[src/rtl/iq_stream_pkg.sv]
// Shared constants, packet FSM state encoding and byte-lane mapping
// for the I/Q packet stream source.
package iq_stream_pkg;

  localparam int DEF_DATA_W     = 32;
  localparam int DEF_FIFO_DEPTH = 16;
  localparam int DEF_LEN_W      = 16;

  typedef enum logic [0:0] {
    PKT_IDLE = 1'b0,
    PKT_IN   = 1'b1
  } pkt_state_e;

  localparam logic [0:0] ST_IDLE   = PKT_IDLE;
  localparam logic [0:0] ST_IN_PKT = PKT_IN;

  // Byte swap expressed as a lane mapping: output byte `lane` is taken
  // from input byte `n_lanes-1-lane`, so B3B2B1B0 becomes B0B1B2B3.
  function automatic int unsigned byte_swap_lane(input int unsigned lane,
                                                 input int unsigned n_lanes);
    return n_lanes - 1 - lane;
  endfunction

endpackage

[src/rtl/iq_sync_fifo.sv]
// Synchronous FIFO with registered pointers; a write to a full FIFO is
// accepted only when a read happens on the same edge.
module iq_sync_fifo
  import iq_stream_pkg::*;
#(
  parameter int DATA_W = DEF_DATA_W,
  parameter int DEPTH  = DEF_FIFO_DEPTH
) (
  input  logic                     clk,
  input  logic                     reset,
  input  logic                     wr_en,
  input  logic [DATA_W-1:0]        wr_data,
  input  logic                     rd_en,
  output logic [DATA_W-1:0]        rd_data,
  output logic                     full,
  output logic                     empty,
  output logic [$clog2(DEPTH):0]   level
);

  localparam int AW = $clog2(DEPTH);

  logic [DATA_W-1:0] mem [DEPTH];
  logic [AW:0]       wr_ptr_reg;
  logic [AW:0]       rd_ptr_reg;
  logic              do_wr;
  logic              do_rd;

  assign level   = wr_ptr_reg - rd_ptr_reg;
  assign full    = (level == (AW + 1)'(DEPTH));
  assign empty   = (level == '0);
  assign rd_data = mem[rd_ptr_reg[AW-1:0]];

  assign do_rd = rd_en & ~empty;
  assign do_wr = wr_en & (~full | do_rd);

  always_ff @(posedge clk) begin
    if (do_wr) begin
      mem[wr_ptr_reg[AW-1:0]] <= wr_data;
    end
  end

  always_ff @(posedge clk) begin
    if (reset) begin
      wr_ptr_reg <= '0;
      rd_ptr_reg <= '0;
    end else begin
      if (do_wr) begin
        wr_ptr_reg <= wr_ptr_reg + 1'b1;
      end
      if (do_rd) begin
        rd_ptr_reg <= rd_ptr_reg + 1'b1;
      end
    end
  end

endmodule

[src/rtl/iq_packet_stream_source.sv]
// Captures I/Q words (optionally byte-reversed) into a FIFO and emits them
// as Avalon-ST packets of pkt_len beats through a single output register.
module iq_packet_stream_source
  import iq_stream_pkg::*;
#(
  parameter int DATA_W     = DEF_DATA_W,
  parameter int FIFO_DEPTH = DEF_FIFO_DEPTH,
  parameter int LEN_W      = DEF_LEN_W
) (
  input  logic                          clk,
  input  logic                          reset,
  input  logic [DATA_W-1:0]             iq_word_in,
  input  logic                          word_valid_in,
  input  logic                          enable,
  input  logic                          swap_en,
  input  logic [LEN_W-1:0]              pkt_len,
  output logic [DATA_W-1:0]             stream_tdata,
  output logic                          stream_tvalid,
  input  logic                          stream_tready,
  output logic                          stream_tstart,
  output logic                          stream_tlast,
  output logic [$clog2(FIFO_DEPTH):0]   fifo_level,
  output logic [15:0]                   overflow_cnt
);

  localparam int NB = DATA_W / 8;

  logic [DATA_W-1:0] swapped;
  logic [DATA_W-1:0] capture_word;
  logic              capture;
  logic              fifo_full;
  logic              fifo_empty;
  logic              fifo_rd;
  logic              fifo_wr;
  logic [DATA_W-1:0] fifo_rd_data;
  logic              drop;

  logic              out_valid_reg;
  logic [DATA_W-1:0] out_data_reg;
  logic              out_load;
  logic              xfer;

  logic [15:0]       overflow_reg;

  logic [0:0]        state_reg, state_next;
  logic [LEN_W-1:0]  len_q_reg, len_q_next;
  logic [LEN_W-1:0]  beat_cnt_reg, beat_cnt_next;
  logic [LEN_W-1:0]  pkt_len_eff;
  logic              is_last;

  for (genvar gi = 0; gi < NB; gi++) begin : g_swap
    assign swapped[8*gi +: 8] = iq_word_in[8*byte_swap_lane(gi, NB) +: 8];
  end

  assign capture_word = swap_en ? swapped : iq_word_in;
  assign capture      = word_valid_in & enable;

  // The output register refills whenever it is empty or its beat leaves.
  assign xfer     = out_valid_reg & stream_tready;
  assign out_load = ~out_valid_reg | stream_tready;
  assign fifo_rd  = out_load & ~fifo_empty;
  assign fifo_wr  = capture & (~fifo_full | fifo_rd);
  assign drop     = capture & fifo_full & ~fifo_rd;

  iq_sync_fifo #(
    .DATA_W (DATA_W),
    .DEPTH  (FIFO_DEPTH)
  ) u_fifo (
    .clk     (clk),
    .reset   (reset),
    .wr_en   (fifo_wr),
    .wr_data (capture_word),
    .rd_en   (fifo_rd),
    .rd_data (fifo_rd_data),
    .full    (fifo_full),
    .empty   (fifo_empty),
    .level   (fifo_level)
  );

  always_ff @(posedge clk) begin
    if (reset) begin
      out_valid_reg <= 1'b0;
      out_data_reg  <= '0;
    end else if (out_load) begin
      out_valid_reg <= ~fifo_empty;
      if (!fifo_empty) begin
        out_data_reg <= fifo_rd_data;
      end
    end
  end

  always_ff @(posedge clk) begin
    if (reset) begin
      overflow_reg <= '0;
    end else if (drop && overflow_reg != 16'hFFFF) begin
      overflow_reg <= overflow_reg + 16'd1;
    end
  end

  assign pkt_len_eff = (pkt_len == '0) ? LEN_W'(1) : pkt_len;
  assign is_last     = (beat_cnt_reg == len_q_reg - LEN_W'(1));

  // len_q tracks pkt_len only between packets so a packet keeps its length.
  always_comb begin
    state_next    = state_reg;
    len_q_next    = len_q_reg;
    beat_cnt_next = beat_cnt_reg;
    if (state_reg == ST_IDLE) begin
      len_q_next = pkt_len_eff;
    end
    if (xfer) begin
      beat_cnt_next = is_last ? '0 : beat_cnt_reg + LEN_W'(1);
      case (state_reg)
        ST_IDLE: begin
          if (!is_last) begin
            state_next = ST_IN_PKT;
          end
        end
        default: begin
          if (is_last) begin
            state_next = ST_IDLE;
          end
        end
      endcase
    end
  end

  always_ff @(posedge clk) begin
    if (reset) begin
      state_reg    <= ST_IDLE;
      len_q_reg    <= LEN_W'(1);
      beat_cnt_reg <= '0;
    end else begin
      state_reg    <= state_next;
      len_q_reg    <= len_q_next;
      beat_cnt_reg <= beat_cnt_next;
    end
  end

  assign stream_tdata  = out_data_reg;
  assign stream_tvalid = out_valid_reg;
  assign stream_tstart = out_valid_reg & (state_reg == ST_IDLE);
  assign stream_tlast  = out_valid_reg & is_last;
  assign overflow_cnt  = overflow_reg;

endmodule

[config.mk]
export PLATFORM = sky130hd
export DESIGN_NAME = iq_packet_stream_source
export DESIGN_NICKNAME = d
export VERILOG_FILES = /design/src/rtl/iq_stream_pkg.sv /design/src/rtl/iq_sync_fifo.sv /design/src/rtl/iq_packet_stream_source.sv
export SDC_FILE = /design/constraint.sdc
export NUM_CORES = 1
export LEC_CHECK = 0
export ABC_CLOCK_PERIOD_IN_PS = 5750
export CORE_UTILIZATION = 40
export CTS_CLUSTER_SIZE = 30
export DETAILED_ROUTE_END_ITERATION = 12
export PLACE_DENSITY = 0.58
export RECOVER_POWER = 50
export SLEW_MARGIN = 0
export SYNTH_ARGS = -nofsm -noshare
export SYNTH_HDL_FRONTEND = slang
export SYNTH_SLANG_ARGS = --single-unit
export TNS_END_PERCENT = 1
[constraint.sdc]
create_clock -name clk -period 5.75 [get_ports clk]
set_input_delay 0.8625 -clock clk [delete_from_list [all_inputs] [get_ports clk]]
set_output_delay 0.8625 -clock clk [all_outputs]
set_load 0.05 [all_outputs]
Word-level counts from Yosys, hierarchy flattened
Memories as Yosys holds them, arrays and structs flattened. A register that Yosys moved wholly into a read port is not among the register bits.
Index checks and enable logic that the tools add are counted.
{"block": "totals", "reg_bits": 60, "ramBits": 512, "out_inout_bits": 56, "mem_bits_ro": 0, "mem_count": 1, "inputBits": 54, "wordCells": 45, "latchBits": 0}
{"block": "op_classes", "mul": 0, "muxes": 6, "add_sub_neg": 6, "n_eq_ne": 3, "magnitude_cmp": 0, "bitwise": 18, "div": 0, "n_reduce_logical": 4, "n_shift": 0}
{"name": "u_fifo.mem", "words": 16, "width": 32, "read_ports": 1, "rd_clocked_by_memory_dff": 1, "write_ports": 1, "line_no": "iq_sync_fifo.sv:22", "source": "logic [DATA_W-1:0] mem [DEPTH];"}
{"op": "$add 16x1->16 const B", "count": 2}
{"op": "$mux 16", "count": 2}
{"op": "$mux 32", "count": 1}
{"op": "$eq 16x16->1", "count": 1}
{"op": "$logic_not 16->1", "count": 1}
{"op": "$ne 16x16->1 const B", "count": 1}
{"op": "$sub 16x1->16 const B", "count": 1}
{"op": "$add 5x1->5 const B", "count": 2}
{"op": "$and 1x1->1", "count": 10}
{"op": "$eq 5x5->1 const B", "count": 1}
{"op": "$logic_not 5->1", "count": 1}
{"op": "$not 1->1", "count": 5}
{"op": "$sub 5x5->5", "count": 1}
{"op": "$mux 1", "count": 3}
{"op": "$or 1x1->1", "count": 3}
{"op": "$reduce_and 2->1", "count": 1}
{"op": "$logic_and 1x1->1", "count": 1}

Longest topological paths before layout
{"block": "depth", "word_depth": 9, "depth_mapped": 14}

Hierarchy
From an unflattened synthesis, not the netlist that was laid out.
{"block": "unflattened", "hier_cells": 1331, "area_unflattened_um2": 24392.1}
{"mod": "iq_sync_fifo", "n_inst": 1, "area_each_um2": 20075.5, "cells_per_inst": 819}
{"mod": "iq_packet_stream_source", "n_inst": 1, "area_each_um2": 4316.6, "cells_per_inst": 512}

Worst setup path before layout
OpenSTA, ideal clock, no wires.
{"block": "synth_path", "path_type": "flip-flop to flip-flop", "from": "register u_fifo.rd_ptr_reg[1]", "to": "memory u_fifo.mem[3][0] in the netlist's numbering (enable)", "slack_ns": -0.368, "path_buffers": 4, "stages_incl_launch_ff": 12, "setup_time_ns": 0.461, "t_required_ns": 5.289, "arrival_time_ns": 5.657, "cell_sequence": "dfxtp_1 -> clkbuf_1 -> clkbuf_1 -> clkbuf_1 -> inv_1 -> fa_1 -> xor2_1 -> nor3_1 -> o2111ai_1 -> clkbuf_1 -> nand3_1 -> nor3_1"}
{"block": "synth_via", "elab_chain_cells": 9, "elab_cells_between_ends": 13}
{"element": "from (decl)", "line_no": "iq_sync_fifo.sv:24", "source": "logic [AW:0] rd_ptr_reg;"}
{"element": "from (signal assigned)", "line_no": "iq_sync_fifo.sv:51", "source": "rd_ptr_reg <= rd_ptr_reg + 1'b1;"}
{"element": "$sub 5x5->5 (*)", "line_no": "iq_sync_fifo.sv:28", "source": "assign level = wr_ptr_reg - rd_ptr_reg;"}
{"element": "named net fifo_level[2]", "line_no": "iq_packet_stream_source.sv:22", "source": "output logic [$clog2(FIFO_DEPTH):0] fifo_level,"}
{"element": "$logic_not 5->1", "line_no": "iq_sync_fifo.sv:30", "source": "assign empty = (level == '0);"}
{"element": "$not 1->1 (no source line)"}
{"element": "$and 1x1->1", "line_no": "iq_packet_stream_source.sv:61", "source": "assign fifo_rd = out_load & ~fifo_empty;"}
{"element": "$or 1x1->1 or $and 1x1->1 (tied branches)", "line_no": "iq_packet_stream_source.sv:62, iq_sync_fifo.sv:33"}
{"element": "$and 1x1->1 or $or 1x1->1 (tied branches)", "line_no": "iq_packet_stream_source.sv:62, iq_sync_fifo.sv:34"}
{"element": "$and 1x1->1 (*)", "line_no": "iq_sync_fifo.sv:34", "source": "assign do_wr = wr_en & (~full | do_rd);"}
{"element": "$mux 1 (*)", "line_no": "iq_sync_fifo.sv:37", "source": "if (do_wr) begin"}
{"element": "$mux 1 (implied by the code) (*)", "line_no": "iq_sync_fifo.sv:38", "source": "mem[wr_ptr_reg[AW-1:0]] <= wr_data;"}
{"element": "to (decl)", "line_no": "iq_sync_fifo.sv:22"}
Mark *: on every way through the listed nets, which the timed path passes. The rest lies on a longest branch.

Worst setup path in the final report
{"block": "layout_path", "from": "register len_q_reg[0]", "to": "output stream_tlast"}
{"block": "layout_via", "elab_chain_cells": 3}
{"element": "from (decl)", "line_no": "iq_packet_stream_source.sv:46", "source": "logic [LEN_W-1:0] len_q_reg, len_q_next;"}
{"element": "from (signal assigned)", "line_no": "iq_packet_stream_source.sv:135", "source": "len_q_reg <= len_q_next;"}
{"element": "$sub 16x1->16", "line_no": "iq_packet_stream_source.sv:101", "source": "assign is_last = (beat_cnt_reg == len_q_reg - LEN_W'(1));"}
{"element": "$eq 16x16->1", "line_no": "iq_packet_stream_source.sv:101"}
{"element": "$and 1x1->1", "line_no": "iq_packet_stream_source.sv:143", "source": "assign stream_tlast = out_valid_reg & is_last;"}
{"element": "to (decl)", "line_no": "iq_packet_stream_source.sv:21", "source": "output logic stream_tlast,"}
Every way passes these cells.

==> metrics.txt <==
routed vias=roughly 12000; Cells after Synth=~1300; Setup TNS Final=0 ns; Setup crit start kind=flip-flop; cell area after layout=about 0.028 mm^2; PostCTS Resize Cnt=0; largest family of logic cells by synthesized area=multiplexers; crit path from=len_q_reg[0]$_SDFFE_PP1N_; largest net degree at the start of global routing=81; power share of the clock group=0.349; Setup crit end kind=output pin; Layout Nets=roughly 1500; area leader, netlist=edfxtp_1; TritonCTS clock tree=yes; clock buffer depth=3; Worst-Margin Slew=approximately 4.3 ns; Post-Synth XOR/XNOR Area=0.0196; setup repair after global routing missed its margin=false; Yosys warning count=0; via density per instance=5.52; Initial Util=0.406; max FFs per register=between 500 and 600; Psw=approximately 3400 uW; Die X=about 250 um; most numerous cell in the Yosys netlist=edfxtp_1; clock transition at the registers of the reported paths=0.05 ns; CORE AREA=between 0.05 and 0.06 mm^2; period utilization=0.821; CTS Buf Count=66; simple-gate share of the synthesized area=0.0541; Area contributors post-synth=edfxtp_1, mux4_2, dfxtp_1, mux2_2, nand2_1; status=finished with violations; post-synth net total=about 1400; complex-gate fraction of the synthesized area=0.0179; Flop pwr share=0.425; drt first pass iters=9; placed insts=~2100; asr flop ratio synth=0; hold_sp=stream_tdata[19]$_SDFFE_PP0P_; P&R area growth vs syn=17.8%; Gate power share=0.227; Setup Skew=between 0.02 and 0.03 ns; GR Overflow Total=0; Die Ht=about 250 um; fin util=0.479; Worst Setup Path Type=flip-flop to output pin; max-cap viol count=2; number of port buffers=between 100 and 150; synthesized area per cell=~18 um^2; sequential share of the synthesized area=0.715; Tmin final=between 4 and 5 ns; vias in the first global route=~13000; Post-Syn Area=between 0.02 and 0.025 mm^2; Primary FF master, synth=edfxtp_1; mux share of post-synthesis cell area=0.172; synth cell count leaders=edfxtp_1, mux4_2, dfxtp_1; maximum VDD drop=~210 uV; Fin. Hold Viols=0; H-tree depth=3; clock tree root buffer cell=clkbuf_16; DRT Wirelength=approximately 57 mm; antenna violations before repair=0; placed inst area=~0.026 mm^2; Setup Buffers After CTS=0; Sw Share=0.286; gp weighted congestion=roughly 0.8; Fmax achieved=around 0.21 GHz; Leak=0.00904 uW; DRC Markers=8; Antenna Diode Count=0; DR WL/cell=25.3 um; WP data required=~4.9 ns; critical path arrival=3.86 ns; GRT Util Overall=0.194; power density over the cells=around 420 mW/mm^2; io pins=110; failing checks=design-rule violations, max-capacitance violations, max-slew violations; hpwl dp=roughly 34 mm; Slew Limit Fails=between 100 and 150; clk_lat worst skew=0.60 ns; layout cell share with drive strength beyond 1=0.209; hold slack=around 0.45 ns; Post-synth EDFFs=512; relative max-transition margin=-1.88; first-pass GRT wire length=around 86 mm; # hold bufs at CTS=0; Sink Count=between 600 and 700; Non-Filler Instances=about 2300; CP max FO=6; top-area cell type share of the netlist area=0.639; die area=~0.061 mm^2; register bit total from synthesis=around 600; Adder-Cell Fraction of Synth Area=0.00707; worst r2r src=u_fifo.rd_ptr_reg[1]$_SDFFE_PP0P_; DRT antenna net count=0; internal power=between 8000 and 9000 uW; placement row count=between 80 and 90; Netlist cell types=60; Hold/Removal Path Class=flip-flop to flip-flop; final setup vio count=0; DRT iter0 DRCs=between 1000 and 1500
## critical path: stages (launching register included)
cell and delay (ns):
dfxtp_1 0.34, inv_1 0.08, ha_1 0.23, or4b_4 0.51
nor4b_1 0.31, o21ai_1 0.15, a22o_2 0.27, nor4_4 0.41
and2_1 0.18, clkdlybuf4s50_1 0.79
## final cells by class
type	instances	area, um^2
timing repair buffer	137	1340
multi-input combinational	614	6630
clock inverter	27	244
clock buffer	93	1890
fill	4976	30900
inverter	16	60.1
sequential	604	17200
tap	773	967
## layer usage
metal | vias to the layer above | track usage | wire (um) | share of wire
li1 | 5472 | - | - | -
met1 | 6633 | 0.282 | 26400 | 0.46
met2 | 320 | 0.307 | 27200 | 0.48
met3 | 61 | 0.0331 | 2770 | 0.048
met4 | 0 | 0.0442 | 882 | 0.015
met5 | - | 0 | 0 | 0
## power groups by stage
stage	Combinational (uW)	Clock (uW)	Sequential [uW]
2_1_floorplan	1560	0	5490
3_3_place_gp	2810	0	5150
3_5_place_dp	2820	0	5150
4_1_cts	2820	4240	5060
5_1_grt	2910	4400	5080
6_report	2700	4150	5060
## cell families after synthesis
kind of cell	count (synthesis)
muxes	209
buffers and inverters	86
AOI/OAI and AO/OA	71
DFF	604
adders and majority gates	13
and+or+nand+nor	267
xor gates and xnor gates	54
## layout by cell type (no fill, tap or decap), types with 4 or more instances in the layout
| master | n |
|---|---|
| nor3b_1 | 6 |
| clkbuf_16 | 70 |
| and2_1 | 5 |
| buf_4 | 24 |
| dlygate4sd3_1 | 49 |
| clkbuf_8 | 5 |
| xor2_1 | 21 |
| and3_1 | 6 |
| nand4_1 | 11 |
| mux2_1 | 32 |
| nor2b_1 | 6 |
| inv_1 | 15 |
| bufinv_16 | 4 |
| dfxtp_1 | 89 |
| a21oi_1 | 44 |
| xnor2_1 | 33 |
| buf_12 | 4 |
| nor3_1 | 13 |
| nand2_1 | 89 |
| or3_1 | 4 |
| clkdlybuf4s50_1 | 58 |
| nor4_1 | 13 |
| ha_1 | 12 |
| clkinv_2 | 11 |
| mux2i_1 | 17 |
| clkbuf_1 | 20 |
| nor2_1 | 57 |
| mux4_2 | 160 |
| nor2_4 | 13 |
| clkinv_1 | 8 |
| edfxtp_1 | 512 |
| nand3_1 | 16 |
| o21ai_0 | 6 |
## worst paths after layout
path,cells past startpoint,end,slack [ns]
max,9,stream_tlast,1.03
min,2,stream_tdata[19]$_SDFFE_PP0P_,0.45
max reg2reg,11,u_fifo.mem[4][19]$_DFFE_PP_,1.74
min reg2reg,2,stream_tdata[19]$_SDFFE_PP0P_,0.45
## through the flow
step / power, uW / setup slack, ns
final: 11900 / 1.03
after global routing: 12400 / 0.822
after CTS: 12100 / 1.01
after detailed placement: 7970 / 1.67
after global placement: 7960 / 1.68
after floorplan: 7050 / -0.327
No activity file was read; power rests on OpenSTA's default activity.
